--- src/rtl/elevator_scan_ctrl_if.sv ---
// Car controller bundle: call/sensor inputs from the panel, position and status back out.
interface elevator_scan_ctrl_if #(
  parameter int FLOORS  = 4,
  parameter int FLOOR_W = 2
);
  logic [FLOORS-1:0]  call_btn;
  logic               sos;
  logic               overweight;
  logic [FLOORS-1:0]  call_led;
  logic [FLOOR_W-1:0] floor_idx;
  logic [FLOORS-1:0]  floor_onehot;
  logic               door_open;
  logic               moving;
  logic               dir_up;
  logic               sos_mode;
  logic               weight_limit_exceeded;

  modport master (
    output call_btn, sos, overweight,
    input  call_led, floor_idx, floor_onehot, door_open, moving, dir_up,
           sos_mode, weight_limit_exceeded
  );
  modport slave (
    input  call_btn, sos, overweight,
    output call_led, floor_idx, floor_onehot, door_open, moving, dir_up,
           sos_mode, weight_limit_exceeded
  );
endinterface

--- src/rtl/elevator_scan_ctrl.sv ---
// SCAN-order elevator car controller: latches calls, runs door/move timers,
// handles SOS halt and overweight departure inhibit.
module elevator_scan_ctrl #(
  parameter int FLOORS     = 4,
  parameter int FLOOR_W    = 2,
  parameter int MOVE_TICKS = 5,
  parameter int DOOR_TICKS = 2
) (
  input  logic               clk,
  input  logic               rst_n,
  elevator_scan_ctrl_if.slave bus
);
  localparam int MT_W = $clog2(MOVE_TICKS + 1);
  localparam int DT_W = $clog2(DOOR_TICKS + 1);
  localparam logic [MT_W-1:0]    MT   = MT_W'(MOVE_TICKS);
  localparam logic [DT_W-1:0]    DT   = DT_W'(DOOR_TICKS);
  localparam logic [FLOOR_W-1:0] TOPF = FLOOR_W'(FLOORS - 1);

  typedef enum logic [1:0] {S_IDLE, S_DOOR, S_MOVING, S_HALT} st_e;

  st_e                state;
  logic [FLOORS-1:0]  call_led;
  logic [FLOOR_W-1:0] floor_idx;
  logic [MT_W-1:0]    move_tmr;
  logic [DT_W-1:0]    door_tmr;
  logic               door_open, moving, dir_up, sos_mode, wle;

  logic [FLOORS-1:0]  oh, nxt_oh, btn_set, calls;
  logic [FLOOR_W-1:0] nxt;
  logic               here_served, above, below, nxt_above, nxt_below;
  logic               ahead, behind, nxt_ahead, stop;

  always_comb begin
    oh = '0;
    oh[floor_idx] = 1'b1;
    nxt = floor_idx;
    if (dir_up && floor_idx != TOPF)     nxt = floor_idx + 1'b1;
    else if (!dir_up && floor_idx != '0) nxt = floor_idx - 1'b1;
    nxt_oh = '0;
    nxt_oh[nxt] = 1'b1;
    btn_set = sos_mode ? '0 : bus.call_btn;
    here_served = 1'b0;
    // A call at the floor where the door is already open is served on the spot.
    if (state == S_IDLE || state == S_DOOR) begin
      here_served = |(btn_set & oh);
      btn_set     = btn_set & ~oh;
    end
    calls = call_led | btn_set;
    above = 1'b0; below = 1'b0; nxt_above = 1'b0; nxt_below = 1'b0;
    for (int i = 0; i < FLOORS; i++) begin
      if (FLOOR_W'(i) > floor_idx) above     = above | call_led[i];
      if (FLOOR_W'(i) < floor_idx) below     = below | call_led[i];
      if (FLOOR_W'(i) > nxt)       nxt_above = nxt_above | calls[i];
      if (FLOOR_W'(i) < nxt)       nxt_below = nxt_below | calls[i];
    end
    ahead     = dir_up ? above : below;
    behind    = dir_up ? below : above;
    nxt_ahead = dir_up ? nxt_above : nxt_below;
    stop = (|(calls & nxt_oh)) | !nxt_ahead | (nxt == '0) | (nxt == TOPF) | sos_mode | bus.sos;
  end

  always_ff @(posedge clk) begin
    if (!rst_n) begin
      state     <= S_IDLE;
      call_led  <= '0;
      floor_idx <= '0;
      move_tmr  <= '0;
      door_tmr  <= '0;
      door_open <= 1'b1;
      moving    <= 1'b0;
      dir_up    <= 1'b1;
      sos_mode  <= 1'b0;
      wle       <= 1'b0;
    end else begin
      wle <= bus.overweight;
      case (state)
        S_IDLE: begin
          call_led <= calls;
          if (here_served) door_tmr <= DT;
          if (bus.sos) begin
            state <= S_HALT; sos_mode <= 1'b1; call_led <= '0;
          end else if (ahead) begin
            state <= S_DOOR; door_tmr <= DT;
          end else if (behind) begin
            state <= S_DOOR; door_tmr <= DT; dir_up <= ~dir_up;
          end
        end
        S_DOOR: begin
          call_led <= calls;
          if (bus.sos) begin
            state <= S_HALT; sos_mode <= 1'b1; call_led <= '0;
          end else if (wle || here_served) begin
            door_tmr <= DT;
          end else if (door_tmr > DT_W'(1)) begin
            door_tmr <= door_tmr - 1'b1;
          end else if (ahead) begin
            state <= S_MOVING; door_open <= 1'b0; moving <= 1'b1; move_tmr <= MT;
          end else if (behind) begin
            dir_up <= ~dir_up; door_tmr <= DT;
          end else begin
            state <= S_IDLE;
          end
        end
        S_MOVING: begin
          // SOS is only latched here; the segment always completes.
          sos_mode <= sos_mode | bus.sos;
          call_led <= calls;
          if (move_tmr > MT_W'(1)) begin
            move_tmr <= move_tmr - 1'b1;
          end else begin
            floor_idx <= nxt;
            if (stop) begin
              moving <= 1'b0; door_open <= 1'b1;
              if (sos_mode || bus.sos) begin
                state <= S_HALT; sos_mode <= 1'b1; call_led <= '0;
              end else begin
                state <= S_DOOR; door_tmr <= DT; call_led <= calls & ~nxt_oh;
              end
            end else begin
              move_tmr <= MT;
            end
          end
        end
        S_HALT: begin
          call_led <= '0;
          if (!bus.sos) begin
            state <= S_IDLE; sos_mode <= 1'b0;
          end
        end
        default: state <= S_IDLE;
      endcase
    end
  end

  assign bus.call_led              = call_led;
  assign bus.floor_idx             = floor_idx;
  assign bus.floor_onehot          = oh;
  assign bus.door_open             = door_open;
  assign bus.moving                = moving;
  assign bus.dir_up                = dir_up;
  assign bus.sos_mode              = sos_mode;
  assign bus.weight_limit_exceeded = wle;
endmodule

--- src/flat_wrapper.sv ---
// flat-port wrapper written by rule: the top's interface ports become plain ports
module elevator_scan_ctrl_flat 
#(
  parameter int FLOORS     = 4,
  parameter int FLOOR_W    = 2,
  parameter int MOVE_TICKS = 5,
  parameter int DOOR_TICKS = 2
)
  (clk, rst_n, bus_call_btn, bus_sos, bus_overweight, bus_call_led, bus_floor_idx, bus_floor_onehot, bus_door_open, bus_moving, bus_dir_up, bus_sos_mode, bus_weight_limit_exceeded);
  elevator_scan_ctrl_if #(.FLOORS(FLOORS), .FLOOR_W(FLOOR_W)) bus_i ();
  input  logic clk;
  input  logic rst_n;
  input wire logic [$bits(bus_i.call_btn)-1:0] bus_call_btn;
  input wire logic [$bits(bus_i.sos)-1:0] bus_sos;
  input wire logic [$bits(bus_i.overweight)-1:0] bus_overweight;
  output wire logic [$bits(bus_i.call_led)-1:0] bus_call_led;
  output wire logic [$bits(bus_i.floor_idx)-1:0] bus_floor_idx;
  output wire logic [$bits(bus_i.floor_onehot)-1:0] bus_floor_onehot;
  output wire logic [$bits(bus_i.door_open)-1:0] bus_door_open;
  output wire logic [$bits(bus_i.moving)-1:0] bus_moving;
  output wire logic [$bits(bus_i.dir_up)-1:0] bus_dir_up;
  output wire logic [$bits(bus_i.sos_mode)-1:0] bus_sos_mode;
  output wire logic [$bits(bus_i.weight_limit_exceeded)-1:0] bus_weight_limit_exceeded;
  assign bus_i.call_btn = bus_call_btn;
  assign bus_i.sos = bus_sos;
  assign bus_i.overweight = bus_overweight;
  assign bus_call_led = bus_i.call_led;
  assign bus_floor_idx = bus_i.floor_idx;
  assign bus_floor_onehot = bus_i.floor_onehot;
  assign bus_door_open = bus_i.door_open;
  assign bus_moving = bus_i.moving;
  assign bus_dir_up = bus_i.dir_up;
  assign bus_sos_mode = bus_i.sos_mode;
  assign bus_weight_limit_exceeded = bus_i.weight_limit_exceeded;
  elevator_scan_ctrl #(.FLOORS(FLOORS), .FLOOR_W(FLOOR_W), .MOVE_TICKS(MOVE_TICKS), .DOOR_TICKS(DOOR_TICKS)) u_core (.clk(clk), .rst_n(rst_n), .bus(bus_i));
endmodule
--- config.mk ---
export PLATFORM = sky130hd
export DESIGN_NAME = elevator_scan_ctrl_flat
export DESIGN_NICKNAME = d
export VERILOG_FILES = /design/src/rtl/elevator_scan_ctrl_if.sv /design/src/rtl/elevator_scan_ctrl.sv /design/src/flat_wrapper.sv
export SDC_FILE = /design/constraint.sdc
export NUM_CORES = 1
export LEC_CHECK = 0
export ABC_CLOCK_PERIOD_IN_PS = 2300
export CORE_MARGIN = 1.5
export CORE_UTILIZATION = 48
export CTS_CLUSTER_SIZE = 12
export DETAILED_ROUTE_END_ITERATION = 12
export HOLD_SLACK_MARGIN = 0.12
export PLACE_DENSITY = 0.75
export SLEW_MARGIN = 10
export SYNTH_ARGS = -nofsm -noshare
export SYNTH_HDL_FRONTEND = slang
export SYNTH_SLANG_ARGS = --single-unit
--- constraint.sdc ---
create_clock -name clk -period 2.3 [get_ports clk]
set_clock_uncertainty 0.15 [all_clocks]
set_input_delay 0.46 -clock clk [delete_from_list [all_inputs] [get_ports clk]]
set_output_delay 0.46 -clock clk [all_outputs]
set_load 0.02 [all_outputs]
==> run_results.csv <==
group,metric,value,unit
job,maxCapViolCount,0,
floorplan,die_area,0.00344,mm²
clocking,clockBufferDepth,2,
finish,final_util,71.3,%
floorplan,io_pins,23,
synthesis,synth_edf_count,0,
setup_path,crit_required,2400,ps
route,viasPerCell,5.98,
floorplan,die_h,58.7,µm
route,drt-initial-drc-count,97,
synthesis,synth_cell_types,49,
finish,most-common-layout-cells,"37 x buf_4, 21 x nor2_1, 19 x clkdlybuf4s50_1",
route,drtAntennaViolNets,0,
run_status,outcome,"complete, but fails checks",
synthesis,synth_seq_area_share,24.2,%
floorplan,dieWidth,58.7,µm
route,drc,0,
clocking,clkSinkCount,18,
synthesis,ys_async_sr_fraction,0,%
finish,drive_above_1_share,29.7,%
synthesis,syn-num-nets,213,
setup_path,cp_cell_sequence,"clkinvlp_4 -> ha_4 -> a22oi_2 -> a211oi_2 -> or3_4 -> o31ai_4 -> nand2_2 -> or3_1 -> a21oi_2",
timing,maxSlewHeadroom,48.8,%
timing,rsz0062_at_grt,"true",
setup_path,critical_path.slowest_cell,"dfxtp_4",
place,place.gp.congestion,0.878,
setup_path,cp.arrival,2530,ps
synthesis,synthCells,192,
setup_path,worstSetupPathType,"reg -> reg",
pwr,power.density,1080,mW/mm²
place,port_buffers,22,
clocking,cts_root_buf,"clkbuf_4",
synthesis,syn_area,0.00149,mm²
timing,fin_crit,2430,ps
clocking,numCtsBuffers,3,
setup_path,endpoint_kind,"register",
synthesis,ys_warn_count,0,
setup_path,cp_slowest_stage_delay,390,ps
finish,fin_nets,268,
pwr,ir_worst_vdd,0.432,mV
floorplan,initial_utilization,49.5,%
clocking,clk_latency,310,ps
timing,worst_pin_slew,760,ps
route,totalWireLength,4.43,mm
route,wire_per_inst,15.9,µm
global_route,grt_pass1_vias,1577,
clocking,h-tree-depth,1,
pwr,p_leak,0.000903,µW
timing,setup_viol,8,
floorplan,rows,20,
clocking,cts_tree,"yes",
global_route,overflow,0,
synthesis,syn_avg_cell_area,7.75,µm²
synthesis,synthFlopType,"dfxtp_1",
timing,final_hold_viol_count,0,
finish,final_common_cell,"buf_4",
timing,fin_crit_sh,106,%
global_route,grt_max_degree,14,
setup_path,worstPathMaxFanout,8,
global_route,grt.total_usage,26.8,%
setup_path,start_kind,"register",
finish,synthToLayoutAreaGrowth,43.9,%
global_route,antenna_found_initial,0,
finish,antenna_cells,0,
timing,fin_ws,-130,ps
timing,report.final.slew_viol_count,0,
synthesis,ys_ff_latch,18,
run_status,violations,"setup timing",
route,num_vias,1668,
floorplan,core,0.00300,mm²
clocking,clk_pin_slew_worst_paths,110,ps
min_path,min_path_type,"reg -> reg",
route,firstDrtPassIters,4,
place,hpwlAfterDp,3.17,mm
timing,max_freq,411,MHz
timing,finalHoldWorstSlack,355,ps
global_route,grt_pass1_wl,7.10,mm
sequential cells by signal, indices dropped and copies added, names as in the netlist:
register and cells:
u_core.bus.call_led 4, u_core.bus.weight_limit_exceeded 1, u_core.bus.moving 1, u_core.door_tmr 2
u_core.move_tmr 3, u_core.bus.sos_mode 1, u_core.state 2, u_core.bus.floor_idx 2
u_core.bus.door_open 1, u_core.bus.dir_up 1
worst paths after layout:
kind	slack, ps	depth (start not counted)	endpoint	start
max	-130	9	u_core.move_tmr[1]	u_core.bus.floor_idx[1]
min	350	2	u_core.move_tmr[2]	u_core.move_tmr[2]
max reg2reg	-130	9	u_core.move_tmr[1]	u_core.bus.floor_idx[1]
min reg2reg	350	2	u_core.move_tmr[2]	u_core.move_tmr[2]
through the flow:
step                      power [µW]  instances  TNS [ps]  worst slack [ps]  area [µm²]
after floorplan                 1380        192      -572              -152        1520
after global placement          1850        269     -2000              -287        1960
after detailed placement        1920        269     -2810              -376        1960
after CTS                       2210        276      -438              -113        2080
after global routing            2480        279     -1660              -225        2140
final                           2320        279      -668              -130        2140
synth_stat cells (all sizes together) (2+ instances only):
cell / instances / area [µm²]
nand2: 14 / 55.1
nor4: 2 / 12.5
a211oi: 4 / 35.0
or3: 2 / 17.5
clkbuf: 6 / 22.5
nor2: 21 / 78.8
nor2b: 2 / 12.5
a21oi: 14 / 73.8
a22oi: 3 / 41.3
o31ai: 4 / 43.8
and3: 2 / 12.5
o21bai: 2 / 15.0
nor3b: 3 / 22.5
a311oi: 3 / 32.5
dfxtp: 18 / 360
a41o: 2 / 20.0
a221oi: 2 / 17.5
nand3: 6 / 30.0
buf: 3 / 23.8
o21ai: 16 / 80.1
ha: 13 / 163
nor3: 8 / 40.0
inv: 16 / 60.1
a31oi: 4 / 25.0
mux2i: 6 / 60.1
xnor2: 3 / 26.3
timing repair:
action / 4_1_cts / 5_1_grt
pin swaps: 4 / 9
hold buffers: 0 / 0
gates cloned: 0 / 0
setup buffers: 3 / 3
resized for setup: 13 / 15
setup endpoints to repair: 10 / 14
power by group:
part | switching (µW) | leakage, µW | total [µW] | internal, µW
sequential | 71.9 | 0.000149 | 454 | 382
combinational | 899 | 0.000739 | 1690 | 789
clock | 108 | 0.0000150 | 176 | 67.8
total | 1080 | 0.000903 | 2320 | 1240
cells by family (layout without fill, tap and decap cells):
logic type,count (synthesis),after routing,synth area share (%)
adder cells (fa/ha/maj),13,13,10.9
multiplexers,6,6,4.04
AO/OA/AOI/OAI,63,63,31.3
flip-flops,18,18,24.2
AND/OR/NAND/NOR,64,64,20.6
buffers and inverters,25,79,7.15
XOR/XNOR,3,3,1.77
metal layers:
layer / GRT usage [%] / share of wire [%]
met1: 33.1 / 42
met2: 47.5 / 52
met3: 3.30 / 4.0
met4: 9.74 / 1.5
met5: 0 / 0
critical path: cells and delay by family (launching register included):
kind	cells	cell delay, ps
simple gates	3	810
compound gates	4	620
flops	1	390
fa+ha+maj	1	240
buf+inv	1	160
cell type report:
cell class | instances | area (µm²)
multi-input combinational | 149 | 1130
fill | 246 | 862
timing repair buffer | 59 | 505
sequential | 18 | 368
inverter | 16 | 66.3
tap | 33 | 41.3
clock buffer | 4 | 26.3
No activity file was read; power rests on OpenSTA's default activity.
